File: src/rtl/seq_detect_pkg.sv
// Shared limits and elaboration-time helpers for the parametrised sequence detector.
// The delta (KMP transition) function here is only ever evaluated on constants.
package seq_detect_pkg;

    localparam int unsigned PAT_W_MAX = 16;
    localparam int unsigned CNT_W_MAX = 32;

    function automatic int unsigned state_width(input int unsigned pat_w);
        return $clog2(pat_w + 1);
    endfunction

    // Bit strings are held as integers with the most recently received bit in the LSB.
    function automatic int unsigned next_state(input int unsigned pattern,
                                               input int unsigned pat_w,
                                               input int unsigned k,
                                               input logic        b);
        int unsigned text;
        int unsigned len_top;
        int unsigned res;
        text    = ((pattern >> (pat_w - k)) << 1) | 32'(b);
        len_top = (k + 1 < pat_w) ? k + 1 : pat_w;
        res     = 0;
        for (int len = 1; len <= int'(PAT_W_MAX); len++) begin
            if (unsigned'(len) <= len_top &&
                (text & ((32'd1 << len) - 32'd1)) == (pattern >> (pat_w - unsigned'(len)))) begin
                res = unsigned'(len);
            end
        end
        return res;
    endfunction

    function automatic int unsigned border_len(input int unsigned pattern,
                                               input int unsigned pat_w);
        int unsigned res;
        res = 0;
        for (int len = 1; len <= int'(PAT_W_MAX); len++) begin
            if (unsigned'(len) < pat_w &&
                (pattern & ((32'd1 << len) - 32'd1)) == (pattern >> (pat_w - unsigned'(len)))) begin
                res = unsigned'(len);
            end
        end
        return res;
    endfunction

endpackage

File: src/rtl/seq_detect_sat_cnt.sv
// Saturating up-counter for detector match events; holds at all-ones instead of wrapping.
module seq_detect_sat_cnt #(
    parameter int unsigned CNT_W = 8
) (
    input  logic             clk,
    input  logic             reset,
    input  logic             inc,
    output logic [CNT_W-1:0] count
);

    logic [CNT_W-1:0] count_q;

    always_ff @(posedge clk) begin
        if (reset) begin
            count_q <= '0;
        end else if (inc && (count_q != {CNT_W{1'b1}})) begin
            count_q <= count_q + CNT_W'(1);
        end
    end

    assign count = count_q;

endmodule

File: src/rtl/seq_detect_param.sv
// Parametrised Moore serial pattern detector with KMP fallback and runtime overlap mode.
// Build option SEQ_DETECT_CNT_EN adds a saturating match counter; otherwise match_count is 0.
module seq_detect_param
    import seq_detect_pkg::*;
#(
    parameter int unsigned          PAT_W   = 4,
    parameter logic [PAT_W-1:0]     PATTERN = 4'b1011,
    parameter int unsigned          CNT_W   = 8
) (
    input  logic             clk,
    input  logic             reset,
    input  logic             inbits,
    input  logic             in_valid,
    input  logic             overlap,
    output logic             detect,
    output logic [CNT_W-1:0] match_count
);

    localparam int unsigned SW      = state_width(PAT_W);
    localparam int unsigned NROW    = 1 << SW;
    localparam int unsigned PAT_INT = 32'(PATTERN);
    localparam int unsigned BORDER  = border_len(PAT_INT, PAT_W);

    localparam logic [SW-1:0] S_0     = '0;
    localparam logic [SW-1:0] S_MATCH = SW'(PAT_W);

    if (PAT_W < 2 || PAT_W > PAT_W_MAX) begin : g_bad_pat_w
        $error("seq_detect_param: PAT_W out of range 2..16");
    end
    if (CNT_W < 1 || CNT_W > CNT_W_MAX) begin : g_bad_cnt_w
        $error("seq_detect_param: CNT_W out of range 1..32");
    end

    // Row PAT_W is the overlapping exit from MATCH (resume at the border);
    // the non-overlapping exit reuses row 0. Unreachable encodings fall to S_0.
    logic [SW-1:0] tbl [NROW][2];

    for (genvar k = 0; k < int'(NROW); k++) begin : g_row
        for (genvar b = 0; b < 2; b++) begin : g_bit
            if (k <= int'(PAT_W)) begin : g_live
                localparam int unsigned KEFF = (k == int'(PAT_W)) ? BORDER : k;
                localparam logic [SW-1:0] NEXT = SW'(next_state(PAT_INT, PAT_W, KEFF, b == 1));
                assign tbl[k][b] = NEXT;
            end else begin : g_dead
                assign tbl[k][b] = S_0;
            end
        end
    end

    logic [SW-1:0] state_q, state_d;
    logic [SW-1:0] row;
    logic          inc;

    always_comb begin
        row     = state_q;
        state_d = state_q;
        inc     = 1'b0;
        if (state_q == S_MATCH && !overlap) begin
            row = S_0;
        end
        if (in_valid) begin
            state_d = tbl[row][inbits];
            inc     = (state_d == S_MATCH);
        end
    end

    always_ff @(posedge clk) begin
        if (reset) begin
            state_q <= S_0;
        end else begin
            state_q <= state_d;
        end
    end

    assign detect = (state_q == S_MATCH);

`ifdef SEQ_DETECT_CNT_EN
    seq_detect_sat_cnt #(
        .CNT_W (CNT_W)
    ) u_sat_cnt (
        .clk   (clk),
        .reset (reset),
        .inc   (inc),
        .count (match_count)
    );
`else
    logic unused_inc;
    assign unused_inc  = inc;
    assign match_count = '0;
`endif

endmodule

File: config.mk
export PLATFORM = sky130hd
export DESIGN_NAME = seq_detect_param
export DESIGN_NICKNAME = d
export VERILOG_FILES = /design/src/rtl/seq_detect_pkg.sv /design/src/rtl/seq_detect_sat_cnt.sv /design/src/rtl/seq_detect_param.sv
export SDC_FILE = /design/constraint.sdc
export NUM_CORES = 1
export LEC_CHECK = 0
export ABC_AREA = 1
export CAP_MARGIN = 20
export CORE_AREA = 2 2 39 41
export DETAILED_ROUTE_END_ITERATION = 8
export DIE_AREA = 0 0 41 43
export PLACE_DENSITY = 0.45
export SLEW_MARGIN = 20
export SYNTH_ARGS = -nofsm -noshare
export SYNTH_HDL_FRONTEND = slang
export SYNTH_SLANG_ARGS = --single-unit
File: constraint.sdc
create_clock -name clk -period 1.16 [get_ports clk]
set_clock_uncertainty 0.15 [all_clocks]
set_input_delay 0.116 -clock clk [delete_from_list [all_inputs] [get_ports clk]]
set_output_delay 0.116 -clock clk [all_outputs]
set_load 0.005 [all_outputs]
==> results of run 1 <==
worst min-delay path by stage:
stage,from,end,cells after the start
final,reset,state_q[1],2
after global routing,reset,state_q[1],2
after CTS,reset,state_q[1],2
after detailed placement,state_q[1],state_q[1],3
after global placement,state_q[1],state_q[1],3
after floorplan,reset,state_q[1],1
what timing repair did:
action / 4_1_cts / 5_1_grt
hold endpoints to repair: 0 / 0
gates resized for setup: 5 / 8
endpoints found under the setup margin: 1 / 2
buffers inserted: 0 / 0
pin swaps: 1 / 5
layer usage:
metal,track usage,part of all wire,vias to the layer above
met4,0.0800,0,0
met1,0.0737,0.44,101
met2,0.0781,0.47,8
li1,-,-,130
met5,0,0,-
met3,0.0209,0.087,0
logic make-up after synthesis:
logic type,count (synthesis),share of synthesized area
AO/OA/AOI/OAI,4,0.111
flip-flops,3,0.254
buffers and inverters,14,0.349
other,1,0.0159
AND/OR/NAND/NOR,15,0.270
power by group through the flow:
stage | logic, mW | clock network, mW | registers, mW
6_report | 0.0615 | 0.177 | 0.108
5_1_grt | 0.0700 | 0.191 | 0.109
4_1_cts | 0.0570 | 0.189 | 0.108
3_5_place_dp | 0.0567 | 0 | 0.110
3_3_place_gp | 0.0571 | 0 | 0.110
2_1_floorplan | 0.0385 | 0 | 0.110
layout make-up:
| type | instances | area, sq um |
|---|---|---|
| clock buffer | 4 | 26.3 |
| fill | 165 | 1000 |
| inverter | 6 | 22.5 |
| multi-input combinational | 27 | 133 |
| sequential | 3 | 62.6 |
| tap | 16 | 20.0 |
| timing repair buffer | 14 | 120 |
Yosys cell counts (all sizes together):
cell,number
a21oi,3
nor2,3
dfxtp,3
nand4,2
buf,8
inv,6
nand2,10
conb,1
o211ai,1
metrics by stage:
step	setup TNS, ps	instance area [sq um]	cells
after floorplan	0	263	44
after global placement	-350	340	66
after detailed placement	-316	340	66
after CTS	0	363	70
after global routing	-28.6	384	70
final	0	384	70
==> impl_metrics.yaml, run 1 <==
yosys:
  yosysTopAreaCell: "dfxtp_1"
  ys_ff_latch: 3
  synth_cell_types: 12
  avgSynthCellArea_sq_um: 6.39
  yosys.area.top_type_share: 0.254
  ys_warn_count: 0
  ys_seq_area_frac: 0.254
  synthCells: 37
  netlist_area_sq_um: 236
  synth_area_leaders: "dfxtp_1, buf_4, nand2_1"
clocking:
  cts_hold_buf: 0
  cts_buffer_depth: 2
  clkTransAtPathRegs_ps: 30
  clock_sinks: 3
  h-tree-depth: 1
  worstSkewPairLatency_ps: 230
  root_buffer: "clkbuf_4"
  tritoncts: "built"
  cts_inserted_buffers: 3
worst_setup_path:
  critPathBufInv: 2
  crit_type: "reg2out"
  worstPathMaxFanout: 2
  cp_slowest_cell: "dfxtp_2"
  startpoint: "state_q[0]"
  crit_path_cell_trace: "inv_2 > nand2_2 > nor2_1 > buf_2"
  r2r_end: "state_q[1]"
  start_kind: "flip-flop"
  r2r_start: "state_q[2]"
  cp-endpoint: "detect"
  path_depth: 4
  slowest_delay_ps: 310
  critPathCaptureType: "output pin"
  arrival_ps: 830
  r2r_slack_ps: 70
  rr_worst_depth: 8
  cp.required_ps: 890
  cp_top_family: "flip-flops"
cells_and_area:
  reg_top3: "state_q (3)"
  top_register: "state_q"
  final_core_util: 0.278
  fin_nets: 60
  largest_reg_flops: 3
  area_delta_synth_final_pct: 62.4
  n_antenna_cell: 0
  final_cell_mix: "conb_1, nand2_1, buf_4"
  final_common_cell: "conb_1"
  drive_gt1_frac: 0.407
run_status:
  status: "completed"
routing:
  drt.antenna.violating_nets: 0
  drt-total-wl_microns: 483
  wl_per_cell_microns: 6.90
  drt_iter0_drc: 0
  dr.pass1.iters: 1
  viasPerCell: 3.41
  drcViolationCount: 0
  num_vias: 239
timing:
  finalMaxSlewViolations: 0
  max_freq_mhz: 912
  layout_setup_ws_ps: 63.1
  min_period_ps: 1100
  period_share: 0.946
  hold_viol_final: 0
  holdWs_ps: 343
  setup_viol: 0
  grt_setup_unrepaired: "yes"
placed_design:
  routabilityCongestion: 0.665
  dp_hpwl_microns: 381
  io_buffers: 5
  preCtsSetupSlack_ps: -116
die:
  fp.dieH_microns: 43
  dieWidth_microns: 41
  initial_core_util: 0.171
  die_area_sq_um: 1760
  rows: 14
  pin_count: 14
  coreArea_sq_um: 1380
grt:
  grt_pass1_vias: 203
  grt_overflow: 0
  track_usage: 0.0642
  grt_max_degree: 4
  antenna_found_initial: 0
  grt_pass1_wl_microns: 710
pwr:
  total_power_mw: 0.347
  p_int_mw: 0.270
  p_switching_mw: 0.0772
  p_leak_nw: 0.205
  power.share.sequential: 0.312
  ir_drop_mv: 0.313
  combPwrFrac: 0.177
  switching_share: 0.223
  pwr_density_cell_nw_per_um2: 903
  clkPwrFrac: 0.510
min_path:
  min_path_type: "in2reg"
run:
  maxCapViolCount: 0
No activity file was read; power rests on OpenSTA's default activity.
==> inputs of run 2 (changes only) <==
Settings changed: SLEW_MARGIN 20 to not set.
==> results of run 2 <==
Final layout, timing and power as in run 1 (identical DEF).
==> inputs of run 3 (changes only) <==
Clock period 1.16 ns to 1.36 ns, I/O delays scaled along.
==> run 3 against run 2 <==
Against the previous run: final cell count decreased by 5.7%; flip-flop and latch count unchanged; register-to-register slack improved by 210 ps; combinational power decreased by 31%; total power decreased by 17%; clock power decreased by 13%; core utilization decreased by 3.5 points; worst setup slack improved by 15 ps; critical endpoint unchanged; highest routed layer unchanged.
==> impl_metrics.yaml, run 3 (synthesis results as in run 1) <==
run_status:
  status: "completed"
grt:
  use_met1: 0.0705
  grt_max_degree: 4
  grt_use_met2: 0.0813
  antenna_found_initial: 0
  met3_usage: 0.0209
  grt_pass1_wl_microns: 717
  busiest_layer: "met2"
  track_usage: 0.0642
  grt_overflow: 0
  grt_pass1_vias: 215
worst_setup_path:
  start_kind: "flip-flop"
  crit_type: "reg2out"
  worstPathMaxFanout: 3
  critPathCaptureType: "output pin"
  r2r_start: "state_q[2]"
  arrival_ps: 1000
  cp.required_ps: 1070
  startpoint: "state_q[1]"
timing:
  hold_viol_final: 0
  setup_tns_ps: 0
  setup_viol: 0
  finalMaxSlewViolations: 0
  period_share: 0.943
  min_period_ps: 1280
  layout_setup_ws_ps: 77.9
  max_freq_mhz: 780
  grt_setup_unrepaired: "no"
die:
  fp.dieH_microns: 43
  die_area_sq_um: 1760
  initial_core_util: 0.171
  dieWidth_microns: 41
  pin_count: 14
  coreArea_sq_um: 1380
  rows: 14
clocking:
  h-tree-depth: 1
  worstSkewPairLatency_ps: 230
  tritoncts: "built"
  clock_sinks: 3
  cts_buffer_depth: 2
  clkTransAtPathRegs_ps: 40
  cts_inserted_buffers: 3
  root_buffer: "clkbuf_4"
routing:
  viasPerCell: 3.27
  dr.pass1.iters: 2
  drt-total-wl_microns: 432
  drt.antenna.violating_nets: 0
  drt_iter0_drc: 3
  drcViolationCount: 0
  num_vias: 216
  wl_per_cell_microns: 6.55
cells_and_area:
  final_common_cell: "nand2_1"
  final_core_util: 0.242
  final_cell_mix: "nand2_1, conb_1, inv_1, buf_4, clkdlybuf4s50_1"
  top_register: "state_q"
  fillers: 162
  n_antenna_cell: 0
  reg_top3: "state_q (3)"
  drive_gt1_frac: 0.220
  fin_nets: 56
  area_delta_synth_final_pct: 41.8
  largest_reg_flops: 3
placed_design:
  io_buffers: 5
  routabilityCongestion: 0.763
  dp_hpwl_microns: 361
  preCtsSetupSlack_ps: 42.8
pwr:
  pwr_density_cell_nw_per_um2: 861
  ir_drop_mv: 0.326
  p_leak_nw: 0.174
run:
  maxCapViolCount: 0
min_path:
  min_path_type: "reg2reg"
  hold_start: "state_q[1]"
run 3: cell types whose count changed in the layout (fill, tap and decap cells not counted), moves of 2 or more:
cell / before / now
dfxtp_1: 1 / 3
buf_6: 2 / 0
nand2_1: 7 / 9
dfxtp_2: 2 / 0
buf_4: 7 / 5
run 3: stage by stage:
stage	area [sq um]	power, mW	hold slack (ps)	cells
global placement	310	0.137	334	62
detailed placement	310	0.136	330	62
finish	335	0.289	339	66
CTS	335	0.301	335	66
global route	335	0.309	359	66
floorplan	263	0.127	48.4	44
run 3: cell type report:
cell class | count | area (sq um) | share of cell area
clock buffers | 4 | 26.3 | 0.0784
inverters | 6 | 22.5 | 0.0672
multi-input cells | 27 | 120 | 0.358
flip-flops and latches | 3 | 60.1 | 0.179
well taps | 16 | 20.0 | 0.0597
repair buffers | 10 | 86.3 | 0.257
run 3: report_power, final:
part | switching, mW | leakage, nW | internal, mW
clock network | 0.0437 | 0.0150 | 0.110
registers | 0.00153 | 0.0244 | 0.0909
logic | 0.0200 | 0.135 | 0.0227
total | 0.0652 | 0.174 | 0.223
run 3: timing repair:
action	in CTS	in global routing
hold buffers	0	0
setup buffers	0	0
endpoints found under the setup margin	1	0
resized for setup	1	0
run 3: path summary, 6_finish.rpt:
| kind | end | slack (ps) | cells after the start |
|---|---|---|---|
| min reg2reg | state_q[1] | 340 | 2 |
| max | detect | 80 | 4 |
| min | state_q[1] | 340 | 2 |
| max reg2reg | state_q[1] | 280 | 8 |
run 3: worst max-delay path, cell delays in order, from the launching register on:
cell	delay, ps
dfxtp_1	340
inv_1	50
nand2_1	80
nor2_1	50
dlygate4sd2_1	250
run 3: per-layer routing:
metal	share of wire	wire [microns]	up-vias
li1	-	-	123
met1	0.48	209	85
met2	0.42	182	8
met3	0.095	41	0
met4	0	0	0
met5	0	0	-
